### src/rtl/sm_arith_pkg.sv
// sm_arith_pkg: shared op encoding and sign-magnitude word helpers
package sm_arith_pkg;

    localparam logic OP_ADD = 1'b0;
    localparam logic OP_SUB = 1'b1;
    localparam int   MAX_W  = 64;

    typedef struct packed {
        logic [MAX_W-2:0] mag;
        logic             sign;
    } sm_split_t;

    function automatic sm_split_t sm_split(input logic [MAX_W-1:0] w, input int width);
        sm_split_t r;
        r.sign = |(w & (MAX_W'(1) << (width - 1)));
        r.mag  = w[MAX_W-2:0] & ({(MAX_W-1){1'b1}} >> (MAX_W - width));
        return r;
    endfunction

endpackage

### src/rtl/ppa_n.sv
// ppa_n: N-bit Kogge-Stone parallel-prefix adder with carry-in
module ppa_n #(
    parameter int N = 7
) (
    input  logic [N-1:0] a,
    input  logic [N-1:0] b,
    input  logic         cin,
    output logic [N-1:0] S,
    output logic         cout
);
    localparam int L  = $clog2(N);
    localparam int DL = 1 << (L - 1);

    logic [N-1:0] g_top;

    for (genvar k = 0; k < L; k++) begin : lvl
        logic [N-1:0] g, p;
        if (k == 0) begin : g_init
            assign p = a ^ b;
            assign g = (a & b) | N'(p[0] & cin);
        end else begin : g_step
            localparam int D = 1 << (k - 1);
            assign g = lvl[k-1].g | (lvl[k-1].p & (lvl[k-1].g << D));
            assign p = lvl[k-1].p & (lvl[k-1].p << D);
        end
    end

    assign g_top = lvl[L-1].g | (lvl[L-1].p & (lvl[L-1].g << DL));
    assign S     = lvl[0].p ^ {g_top[N-2:0], cin};
    assign cout  = g_top[N-1];

endmodule

### src/rtl/sm_add_sub_pipe.sv
// sm_add_sub_pipe: two-stage sign-magnitude add/sub with overflow handling and valid/ready flow control
module sm_add_sub_pipe
    import sm_arith_pkg::*;
#(
    parameter int W   = 8,
    parameter bit SAT = 1'b1
) (
    input  logic         clk,
    input  logic         rst_n,
    input  logic         in_valid,
    output logic         in_ready,
    input  logic [W-1:0] a,
    input  logic [W-1:0] b,
    input  logic         op,
    output logic         out_valid,
    input  logic         out_ready,
    output logic [W-1:0] sum,
    output logic         ovf
);
    localparam int M = W - 1;

    logic         sign_a, sign_b, sign_be, a_gt;
    logic [M-1:0] mag_a, mag_b;
    logic         s1_valid, s1_sign, s1_eff_sub;
    logic [M-1:0] s1_max, s1_min;
    logic         s1_load, s2_load;
    logic [M-1:0] add_s, mag;
    logic         add_cout, ovf_d;

    // sm_split packs sign at the LSB so a width cast keeps exactly {mag, sign}
    assign {mag_a, sign_a} = W'(sm_split(MAX_W'(a), W));
    assign {mag_b, sign_b} = W'(sm_split(MAX_W'(b), W));
    assign sign_be  = sign_b ^ (op == OP_SUB);
    assign a_gt     = mag_a > mag_b;
    assign s2_load  = !out_valid || out_ready;
    assign s1_load  = !s1_valid || s2_load;
    assign in_ready = s1_load;

    always_ff @(posedge clk or negedge rst_n) begin
        if (!rst_n) begin
            s1_valid   <= 1'b0;
            s1_sign    <= 1'b0;
            s1_eff_sub <= 1'b0;
            s1_max     <= '0;
            s1_min     <= '0;
        end else if (s1_load) begin
            s1_valid <= in_valid;
            if (in_valid) begin
                s1_sign    <= a_gt ? sign_a : sign_be;
                s1_eff_sub <= sign_a ^ sign_be;
                s1_max     <= a_gt ? mag_a : mag_b;
                s1_min     <= a_gt ? mag_b : mag_a;
            end
        end
    end

    ppa_n #(.N(M)) u_ppa (
        .a    (s1_max),
        .b    (s1_eff_sub ? ~s1_min : s1_min),
        .cin  (s1_eff_sub),
        .S    (add_s),
        .cout (add_cout)
    );

    assign ovf_d = !s1_eff_sub && add_cout;
    assign mag   = (ovf_d && SAT) ? '1 : add_s;

    always_ff @(posedge clk or negedge rst_n) begin
        if (!rst_n) begin
            out_valid <= 1'b0;
            sum       <= '0;
            ovf       <= 1'b0;
        end else if (s2_load) begin
            out_valid <= s1_valid;
            if (s1_valid) begin
                sum <= {s1_sign && (mag != '0), mag};
                ovf <= ovf_d;
            end
        end
    end

endmodule

### config.mk
export PLATFORM = sky130hd
export DESIGN_NAME = sm_add_sub_pipe
export DESIGN_NICKNAME = d
export VERILOG_FILES = /design/src/rtl/sm_arith_pkg.sv /design/src/rtl/ppa_n.sv /design/src/rtl/sm_add_sub_pipe.sv
export SDC_FILE = /design/constraint.sdc
export NUM_CORES = 1
export LEC_CHECK = 0
export CAP_MARGIN = 0
export CORE_AREA = 4 4 65 67
export DETAILED_ROUTE_END_ITERATION = 8
export DIE_AREA = 0 0 69 71
export PLACE_DENSITY = 0.78
export SKIP_CTS_REPAIR_TIMING = 1
export SYNTH_ARGS = -nofsm -noshare
export SYNTH_HDL_FRONTEND = slang
export SYNTH_SLANG_ARGS = --single-unit
### constraint.sdc
create_clock -name clk -period 3.2 [get_ports clk]
set_input_delay 0.64 -clock clk [delete_from_list [all_inputs] [get_ports clk]]
set_output_delay 0.64 -clock clk [all_outputs]
set_load 0.01 [all_outputs]
==> results of run 1 <==
[cells in the final DEF (no fill, tap or decap), types with 4 or more instances in the layout]
cell	synthesis	routed
clkdlybuf4s50_1	0	31
xor2_1	10	10
inv_1	10	10
a21oi_1	10	10
o2111ai_1	13	13
nand2b_1	4	4
nand2_1	14	14
dfrtp_1	27	27
nor2_1	10	10
a22oi_1	13	13
o21ai_0	7	7
nand4_1	18	18
nand3_1	17	17
buf_4	0	4
ha_1	13	13
[cell usage after synthesis]
cell type	instances
o21ai_0	7
nand2_1	14
o211ai_1	3
nor2b_1	1
nand4_1	18
mux2i_2	1
buf_1	1
inv_1	10
or3_4	1
or4_1	1
clkbuf_1	11
or3_1	1
a2111oi_4	1
a21o_1	2
o22ai_2	1
a31o_2	1
or2_2	1
or4b_4	1
mux2i_1	1
nand2b_1	4
nand3b_1	1
fa_1	1
o21ai_1	2
xor2_1	10
and2_1	2
buf_2	1
nor2_1	10
a211oi_1	1
o21a_1	1
a22oi_1	13
o2111ai_1	13
dfrtp_1	27
ha_1	13
a31oi_1	3
buf_6	1
nand3_1	17
xnor2_1	2
a21oi_1	10
nor3b_1	1
[critical path, stage by stage]
cell and delay [ps]:
clkdlybuf4s50_1 530, inv_1 60, ha_1 280, nor2b_1 110, o21ai_0 100, a21oi_1 920
o2111ai_1 240, nand3_1 130
[logic make-up after synthesis]
family                     after synthesis  synth area share, %
AOI/OAI and AO/OA                       58                22.40
muxes                                    2                1.248
and+or+nand+nor                         73                20.57
buffers and inverters                   24                5.190
DFF                                     27                35.48
xor gates and xnor gates                12                5.519
adders and majority gates               14                9.593
[sequential cells by signal, indices dropped and copies added, names as in the netlist]
signal and flops:
sum 8, s1_max 7, s1_min 7, out_valid 1, ovf 1, s1_eff_sub 1, s1_sign 1, s1_valid 1
[power breakdown]
group,switching (mW),internal (mW),total (mW)
logic,0.400,0.364,0.764
registers,0.0676,0.435,0.502
clock network,0.117,0.0885,0.205
[stage by stage]
step           util (%)  hold WS, ps  worst slack, ps
5_1_grt           63.09        534.5            209.5
3_5_place_dp      61.74        471.8            163.7
4_1_cts           63.09        495.8            448.5
3_3_place_gp      61.74        463.0            154.2
2_1_floorplan         -        344.4            976.4
6_report          63.09        488.0            417.9
[how the worst min path moves through the flow]
stage                     startpoint   endpoint
after CTS                        ovf        ovf
after global routing          sum[4]     sum[4]
after detailed placement         ovf        ovf
final                            ovf        ovf
after floorplan                rst_n  out_valid
after global placement           ovf        ovf
[layout make-up]
cell class	count	area share, %
clock buffer	3	1.801
clock inverter	1	0.3275
inverter	10	1.638
multi-input combinational	159	49.29
sequential	27	29.48
tap	48	2.620
timing repair buffer	35	14.85
[routing by layer]
metal / track usage [%] / part of all wire (%)
met1: 25.31 / 45
met2: 29.98 / 48
met3: 2.273 / 5.2
met4: 5.857 / 1.7
met5: 0 / 0
==> metrics.cfg, run 1 <==
[synthesis]
synth.largest_area_cell = dfrtp_1
synthCells = 210
synth.distinct_cells = 39
yosys_warnings = 0
yosysSeqAreaShare_pct = 35.48
syn_avg_cell_area_sq_um = 9.068
synthTopCellsByArea = dfrtp_1, ha_1, o2111ai_1
synth_area_sq_um = 1904
yosysTopAreaCellShare_pct = 35.48
syn-num-nets = 245
synth-seq-cells = 27

[timing]
layout_worst_path_cycle_share_pct = 86.94
finClkSkew_ps = 7.515
finalSetupViolCount = 0
min_period_ps = 2782
relSlewSlack_pct = 23.50
tightest_slew_ps = 1147
max_freq_ghz = 0.3594
final_max_slew_viol_count = 0
rsz0062_at_grt = no
hold_violations = 0
fin_setup_tns_ps = 0

[drt]
wl_mm = 4.289
detail-route-antenna-nets = 0
drc = 0
vias_per_cell = 5.943
via_count = 1682
first_iter_violations = 106
dr.pass1.iters = 4
wire_per_inst_um = 15.16

[floorplanning]
die_width_um = 69
io_pins = 32
die_area_sq_um = 4899
die_height_um = 71
coreArea_sq_um = 3633
placementRows = 22
initial_core_util_pct = 52.41

[critical_path]
worstPathRequired_ps = 3420
r2r_end = sum[7]
worstPathArrival_ps = 3000
cp-endpoint = s1_sign
r2r_start = s1_eff_sub
crit_path_end_kind = register
rr_worst_depth = 7
crit_path_start = b[1]
start_kind = input port
worstSetupPathType = in -> reg
regToRegSetupSlack_ps = 730
cp_max_fo = 15

[cts]
cts.clk_slew.worst_paths_ps = 100
htree_levels = 1
clk_path_buf_depth = 2
clock_latency_ps = 280
cts_root_buf = clkbuf_8
cts_tree = yes
clock_sinks = 27
numCtsBuffers = 3

[flow_run]
max_cap_viol_count = 0

[final_layout]
fill_cells = 347
multi_input_area_sq_um = 1130
fin_area_sq_um = 2292
seqCellArea_sq_um = 675.6
syn_to_final_growth_pct = 20.37
drive_gt1_share_pct = 6.383
stdcell_count = 283
fin_nets = 271
diodes = 0

[place]
placed_area_sq_um = 2243
placed_cells = 279
dp_hpwl_mm = 3.209
gp_congestion = 0.8275
io_buffers = 31

[min_path]
min_path_type = reg -> reg
holdPathStages = 2

[power_and_ir_drop]
ir_drop_uv = 232.6
p_per_area_nw_per_um2 = 642.1
p_leak_nw = 0.9521
finalPower_mw = 1.472

[global_route]
track_usage_pct = 18.34
grt_max_degree = 31
antenna_found_initial = 0
overflow = 0
grt_pass1_wl_mm = 7.555
grt_pass1_vias = 1604

[status]
status = finished clean

(Power assumes the default switching activity.)
==> run 2: changes to the inputs <==
--- a/config.mk
+++ b/config.mk
@@ -6,10 +6,10 @@
 export NUM_CORES = 1
 export LEC_CHECK = 0
 export CAP_MARGIN = 0
-export CORE_AREA = 4 4 65 67
+export CORE_AREA = 4 4 67 69
 export DETAILED_ROUTE_END_ITERATION = 8
-export DIE_AREA = 0 0 69 71
-export PLACE_DENSITY = 0.78
+export DIE_AREA = 0 0 71 73
+export PLACE_DENSITY = 0.74
 export SKIP_CTS_REPAIR_TIMING = 1
 export SYNTH_ARGS = -nofsm -noshare
 export SYNTH_HDL_FRONTEND = slang
==> run 2 against run 1 <==
Net effect:
- sequential share of layout area is 0.13 points lower
- via count is 0.83% higher
- global-route usage fell by 0.34 points
- non-clock buffer count grew 1
- count of clock-buffer cells in the layout stayed put
- critical endpoint is now s1_min[1]
==> metrics.cfg, run 2 (same netlist as run 1, synthesis figures left out) <==
[final_layout]
drive_gt1_share_pct = 6.780  ; was 6.383%
syn_to_final_growth_pct = 20.89  ; was 20.37%
diodes = 0  ; unchanged
largest_reg_flops = 8  ; unchanged
reg_top3 = sum (8), s1_max (7), s1_min (7)  ; unchanged
stdcell_count = 286  ; was 283
fin_nets = 272  ; was 271
final_cell_mix = clkdlybuf4s50_1, dfrtp_1, nand4_1  ; unchanged
top_register = sum  ; unchanged
layout_commonest_cell = clkdlybuf4s50_1  ; unchanged

[critical_path]
critPathTopFamily = compound AO/OA/AOI/OAI gates  ; unchanged
worstPathRequired_ps = 3420  ; about the same
path_buf_inv = 2  ; unchanged
path_cells = clkdlybuf4s50_1 > inv_1 > ha_1 > nand4_1 > a21oi_1 > o2111ai_1 > nand3_1  ; was clkdlybuf4s50_1 > inv_1 > ha_1 > nor2b_1 > o21ai_0 > a21oi_1 > o2111ai_1 > nand3_1
start_kind = input port  ; unchanged
worstSetupPathType = in -> reg  ; unchanged
crit_path_end_kind = register  ; unchanged
cp_max_fo = 15  ; unchanged
worstPathArrival_ps = 2960  ; was 3000 ps
cpMaxStageDelayCell = a21oi_1  ; unchanged
max_stage_delay_ps = 870  ; was 920 ps

[drt]
vias_per_cell = 5.930  ; was 5.943
drc = 0  ; unchanged
met3_length_um = 200  ; was 221 um
highest_layer = met4  ; unchanged
first_iter_violations = 110  ; was 106
drt-met1-wl_mm = 1.988  ; was 1.936 mm
wl_mm = 4.265  ; was 4.289 mm
via_count = 1696  ; was 1,682
dr.pass1.iters = 4  ; unchanged
wire_per_inst_um = 14.91  ; was 15.16 um
dr_wl_met2_mm = 2.039  ; was 2.057 mm
detail-route-antenna-nets = 0  ; unchanged

[power_and_ir_drop]
pwr-share-clk_pct = 13.9  ; about the same
p_per_area_nw_per_um2 = 638.6  ; was 642.1 nW/um^2
internal-power_uw = 889.2  ; was 887.2 uW
ir_drop_uv = 210.0  ; was 232.6 uV
p_seq_share_pct = 34.2  ; was 34.1%
p_leak_nw = 0.9575  ; was 0.9521 nW
switching_share_pct = 39.52  ; was 39.72%
p_sw_uw = 581.1  ; was 584.7 uW
finalPower_mw = 1.470  ; was 1.472 mW
pwr-share-comb_pct = 51.9  ; about the same

[global_route]
grt_pass1_wl_mm = 7.652  ; was 7.555 mm
grt_max_degree = 31  ; unchanged
overflow = 0  ; unchanged
grt_pass1_vias = 1603  ; was 1,604
antenna_found_initial = 0  ; unchanged
track_usage_pct = 18.00  ; was 18.34%

[cts]
clk_path_buf_depth = 2  ; unchanged
htree_levels = 1  ; unchanged
cts_tree = yes  ; unchanged
numCtsBuffers = 3  ; unchanged
clock_latency_ps = 280  ; about the same
clock_sinks = 27  ; unchanged
cts_root_buf = clkbuf_8  ; unchanged
cts.clk_slew.worst_paths_ps = 100  ; about the same

[timing]
max_freq_ghz = 0.3650  ; was 0.3594 GHz
relSlewSlack_pct = 27.69  ; was 23.50%
finClkSkew_ps = 2.359  ; was 7.515 ps
layout_worst_path_cycle_share_pct = 85.62  ; was 86.94%
fin_setup_tns_ps = 0  ; unchanged
min_period_ps = 2740  ; was 2782 ps
final_max_slew_viol_count = 0  ; unchanged
rsz0062_at_grt = no  ; unchanged
tightest_slew_ps = 1085  ; was 1147 ps
layout_setup_ws_ps = 460.3  ; was 417.9 ps
finalSetupViolCount = 0  ; unchanged
hold_violations = 0  ; unchanged
hold_ws_ps = 498.5  ; was 488.0 ps

[place]
dp_hpwl_mm = 3.193  ; was 3.209 mm
pre_cts_slack_ps = 189.4  ; was 163.7 ps
gp_congestion = 0.7999  ; was 0.8275
io_buffers = 31  ; unchanged
placed_cells = 282  ; was 279

[floorplanning]
placementRows = 23  ; was 22
die_height_um = 73  ; was 71 um
initial_core_util_pct = 48.66  ; was 52.41%
die_width_um = 71  ; was 69 um
coreArea_sq_um = 3914  ; was 3633 sq um
io_pins = 32  ; unchanged
die_area_sq_um = 5183  ; was 4899 sq um

[status]
status = finished clean  ; unchanged

[min_path]
min_path_type = reg -> reg  ; unchanged

[flow_run]
max_cap_viol_count = 0  ; unchanged

==> run 2: cell count changes in the layout (fill, tap and decap cells not counted) <==
cell	delta
buf_4	+1
==> run 2: cell type report <==
class | count | area, sq um
Sequential cell | 27 | 675.6
Fill cell | 380 | 1612
Clock buffer | 3 | 41.29
Multi-Input combinational cell | 159 | 1130
Tap cell | 50 | 62.56
Inverter | 10 | 37.54
Timing Repair Buffer | 36 | 347.8
Clock inverter | 1 | 7.507
==> run 2: through the flow <==
| step | utilization, % | cell area [sq um] |
|---|---|---|
| final | 58.82 | 2302 |
| after floorplan | - | 1904 |
| after global placement | 57.58 | 2253 |
| after global routing | 58.82 | 2302 |
| after detailed placement | 57.58 | 2253 |
| after CTS | 58.82 | 2302 |
==> run 2: final timing paths <==
path | cells past startpoint | end | slack (ps) | startpoint
min reg2reg | 2 | sum[2] | 500 | sum[2]
max in group asynchronous | 2 | s1_eff_sub | 2210 | rst_n
min | 2 | sum[2] | 500 | sum[2]
max reg2reg | 7 | sum[7] | 750 | s1_eff_sub
min in group asynchronous | 2 | out_valid | 730 | rst_n
max | 7 | s1_min[1] | 460 | b[6]
==> run 2: power groups by stage <==
stage	combinational (mW)	clock, mW	sequential, mW
after floorplan	0.510	0	0.518
after global placement	0.749	0	0.507
after detailed placement	0.764	0	0.512
after CTS	0.767	0.210	0.504
after global routing	0.853	0.225	0.517
final	0.763	0.204	0.503
==> run 2: worst min-delay path: stages, from the launching register on <==
cell and delay (ps):
dfrtp_1 360, nand2_1 50, o21ai_1 60
==> run 2: layer usage <==
metal / up-vias / global-route usage, %
met5: - / 0
met4: 0 / 4.384
met3: 6 / 2.342
met2: 48 / 29.25
met1: 792 / 25.54
li1: 850 / -
==> run 3: changes to the inputs <==
--- a/config.mk
+++ b/config.mk
@@ -9,6 +9,7 @@
 export CORE_AREA = 4 4 67 69
 export DETAILED_ROUTE_END_ITERATION = 8
 export DIE_AREA = 0 0 71 73
+export MAX_ROUTING_LAYER = met4
 export PLACE_DENSITY = 0.74
 export SKIP_CTS_REPAIR_TIMING = 1
 export SYNTH_ARGS = -nofsm -noshare
==> run 3 against run 2 <==
Net effect:
- die area stayed put
- sequential power about the same
- global-route usage rose by 0.53 points
- non-clock buffer count unchanged
- critical path type unchanged
- design area did not move
- register-to-register slack about the same
- clock power barely moved
- via count grew 0.12%
==> metrics.cfg, run 3 (same netlist as run 1, synthesis figures left out) <==
[status]
status = finished clean  ; unchanged

[cts]
clock_sinks = 27  ; unchanged
cts_root_buf = clkbuf_8  ; unchanged
htree_levels = 1  ; unchanged
cts.clk_slew.worst_paths_ps = 100  ; about the same
cts_tree = yes  ; unchanged
clk_path_buf_depth = 2  ; unchanged
numCtsBuffers = 3  ; unchanged
clock_latency_ps = 280  ; about the same

[power_and_ir_drop]
ir_drop_uv = 209.7  ; was 210.0 uV
p_per_area_nw_per_um2 = 637.6  ; was 638.6 nW/um^2
p_leak_nw = 0.9575  ; unchanged
finalPower_mw = 1.468  ; was 1.470 mW

[drt]
first_iter_violations = 105  ; was 110
wire_per_inst_um = 14.90  ; was 14.91 um
dr.pass1.iters = 4  ; unchanged
drc = 0  ; unchanged
wl_mm = 4.262  ; was 4.265 mm
vias_per_cell = 5.937  ; was 5.930
detail-route-antenna-nets = 0  ; unchanged
via_count = 1698  ; was 1,696

[timing]
final_max_slew_viol_count = 0  ; unchanged
relSlewSlack_pct = 26.76  ; was 27.69%
max_freq_ghz = 0.3631  ; was 0.3650 GHz
hold_violations = 0  ; unchanged
tightest_slew_ps = 1099  ; was 1085 ps
fin_setup_tns_ps = 0  ; unchanged
layout_worst_path_cycle_share_pct = 86.07  ; was 85.62%
min_period_ps = 2754  ; was 2740 ps
finalSetupViolCount = 0  ; unchanged
finClkSkew_ps = 2.896  ; was 2.359 ps
hold_ws_ps = 498.5  ; about the same
rsz0062_at_grt = no  ; unchanged
layout_setup_ws_ps = 445.7  ; was 460.3 ps

[final_layout]
fill_cells = 380  ; unchanged
reg_top3 = sum (8), s1_max (7), s1_min (7)  ; unchanged
multi_input_area_sq_um = 1130  ; unchanged
top_register = sum  ; unchanged
layout_commonest_cell = clkdlybuf4s50_1  ; unchanged
drive_gt1_share_pct = 6.780  ; unchanged
syn_to_final_growth_pct = 20.89  ; unchanged
seqCellArea_sq_um = 675.6  ; unchanged
diodes = 0  ; unchanged
final_cell_mix = clkdlybuf4s50_1, dfrtp_1, nand4_1  ; unchanged
fin_util_pct = 58.82  ; unchanged
fin_nets = 272  ; unchanged
fin_area_sq_um = 2302  ; unchanged
largest_reg_flops = 8  ; unchanged
stdcell_count = 286  ; unchanged

[critical_path]
worstPathArrival_ps = 2970  ; was 2960 ps
max_stage_delay_ps = 880  ; was 870 ps
cp_max_fo = 15  ; unchanged
crit_path_end_kind = register  ; unchanged
cpMaxStageDelayCell = a21oi_1  ; unchanged
worstPathRequired_ps = 3420  ; about the same
path_cells = clkdlybuf4s50_1 > inv_1 > ha_1 > nand4_1 > a21oi_1 > o2111ai_1 > nand3_1  ; unchanged
worstSetupPathType = in -> reg  ; unchanged
rr_worst_depth = 7  ; unchanged
start_kind = input port  ; unchanged

[place]
dp_hpwl_mm = 3.193  ; unchanged
placed_area_sq_um = 2253  ; unchanged
placed_cells = 282  ; unchanged
io_buffers = 31  ; unchanged
pre_cts_slack_ps = 189.4  ; unchanged
gp_congestion = 0.8114  ; was 0.7999

[min_path]
min_path_type = reg -> reg  ; unchanged
holdPathStages = 2  ; unchanged

[floorplanning]
placementRows = 23  ; unchanged
initial_core_util_pct = 48.66  ; unchanged
die_area_sq_um = 5183  ; unchanged
coreArea_sq_um = 3914  ; unchanged
die_height_um = 73  ; unchanged
io_pins = 32  ; unchanged
die_width_um = 71  ; unchanged

[global_route]
track_usage_pct = 18.54  ; was 18.00%
grt_pass1_vias = 1607  ; was 1,603
grt_pass1_wl_mm = 7.645  ; was 7.652 mm
antenna_found_initial = 0  ; unchanged
grt_max_degree = 31  ; unchanged
overflow = 0  ; unchanged

[flow_run]
max_cap_viol_count = 0  ; unchanged

==> run 3: power by group <==
part | switching [mW] | total, mW | internal, mW
Clock | 0.115 | 0.204 | 0.0886
Sequential | 0.0681 | 0.503 | 0.435
Combinational | 0.396 | 0.761 | 0.365
==> run 3: layout make-up <==
type / count / area share, %
Multi-Input combinational cell: 159 / 49.08
Sequential cell: 27 / 29.35
Timing Repair Buffer: 36 / 15.11
Tap cell: 50 / 2.717
Clock buffer: 3 / 1.793
Inverter: 10 / 1.630
Clock inverter: 1 / 0.3261
==> run 3: per-layer routing <==
metal  vias up  track usage, %  wire [um]
met5         -               -          0
met4         0           4.384         34
met3         4           2.342        238
met2        47           29.35       2074
met1       793           25.45       1914
li1        854               -          -
==> run 3: path summary, 6_finish.rpt <==
path	from	to	slack [ps]
max	b[6]	s1_min[1]	450
min	sum[2]	sum[2]	500
max reg2reg	s1_eff_sub	sum[7]	750
min reg2reg	sum[2]	sum[2]	500
max in group asynchronous	rst_n	s1_max[4]	2210
min in group asynchronous	rst_n	sum[3]	730
==> run 3: worst max-delay path: cells and delay by family <==
kind / cells / cell delay [ps]
buffers and inverters: 2 / 580
AO/OA/AOI/OAI: 2 / 1150
adder cells (fa/ha/maj): 1 / 310
AND/OR/NAND/NOR: 2 / 290
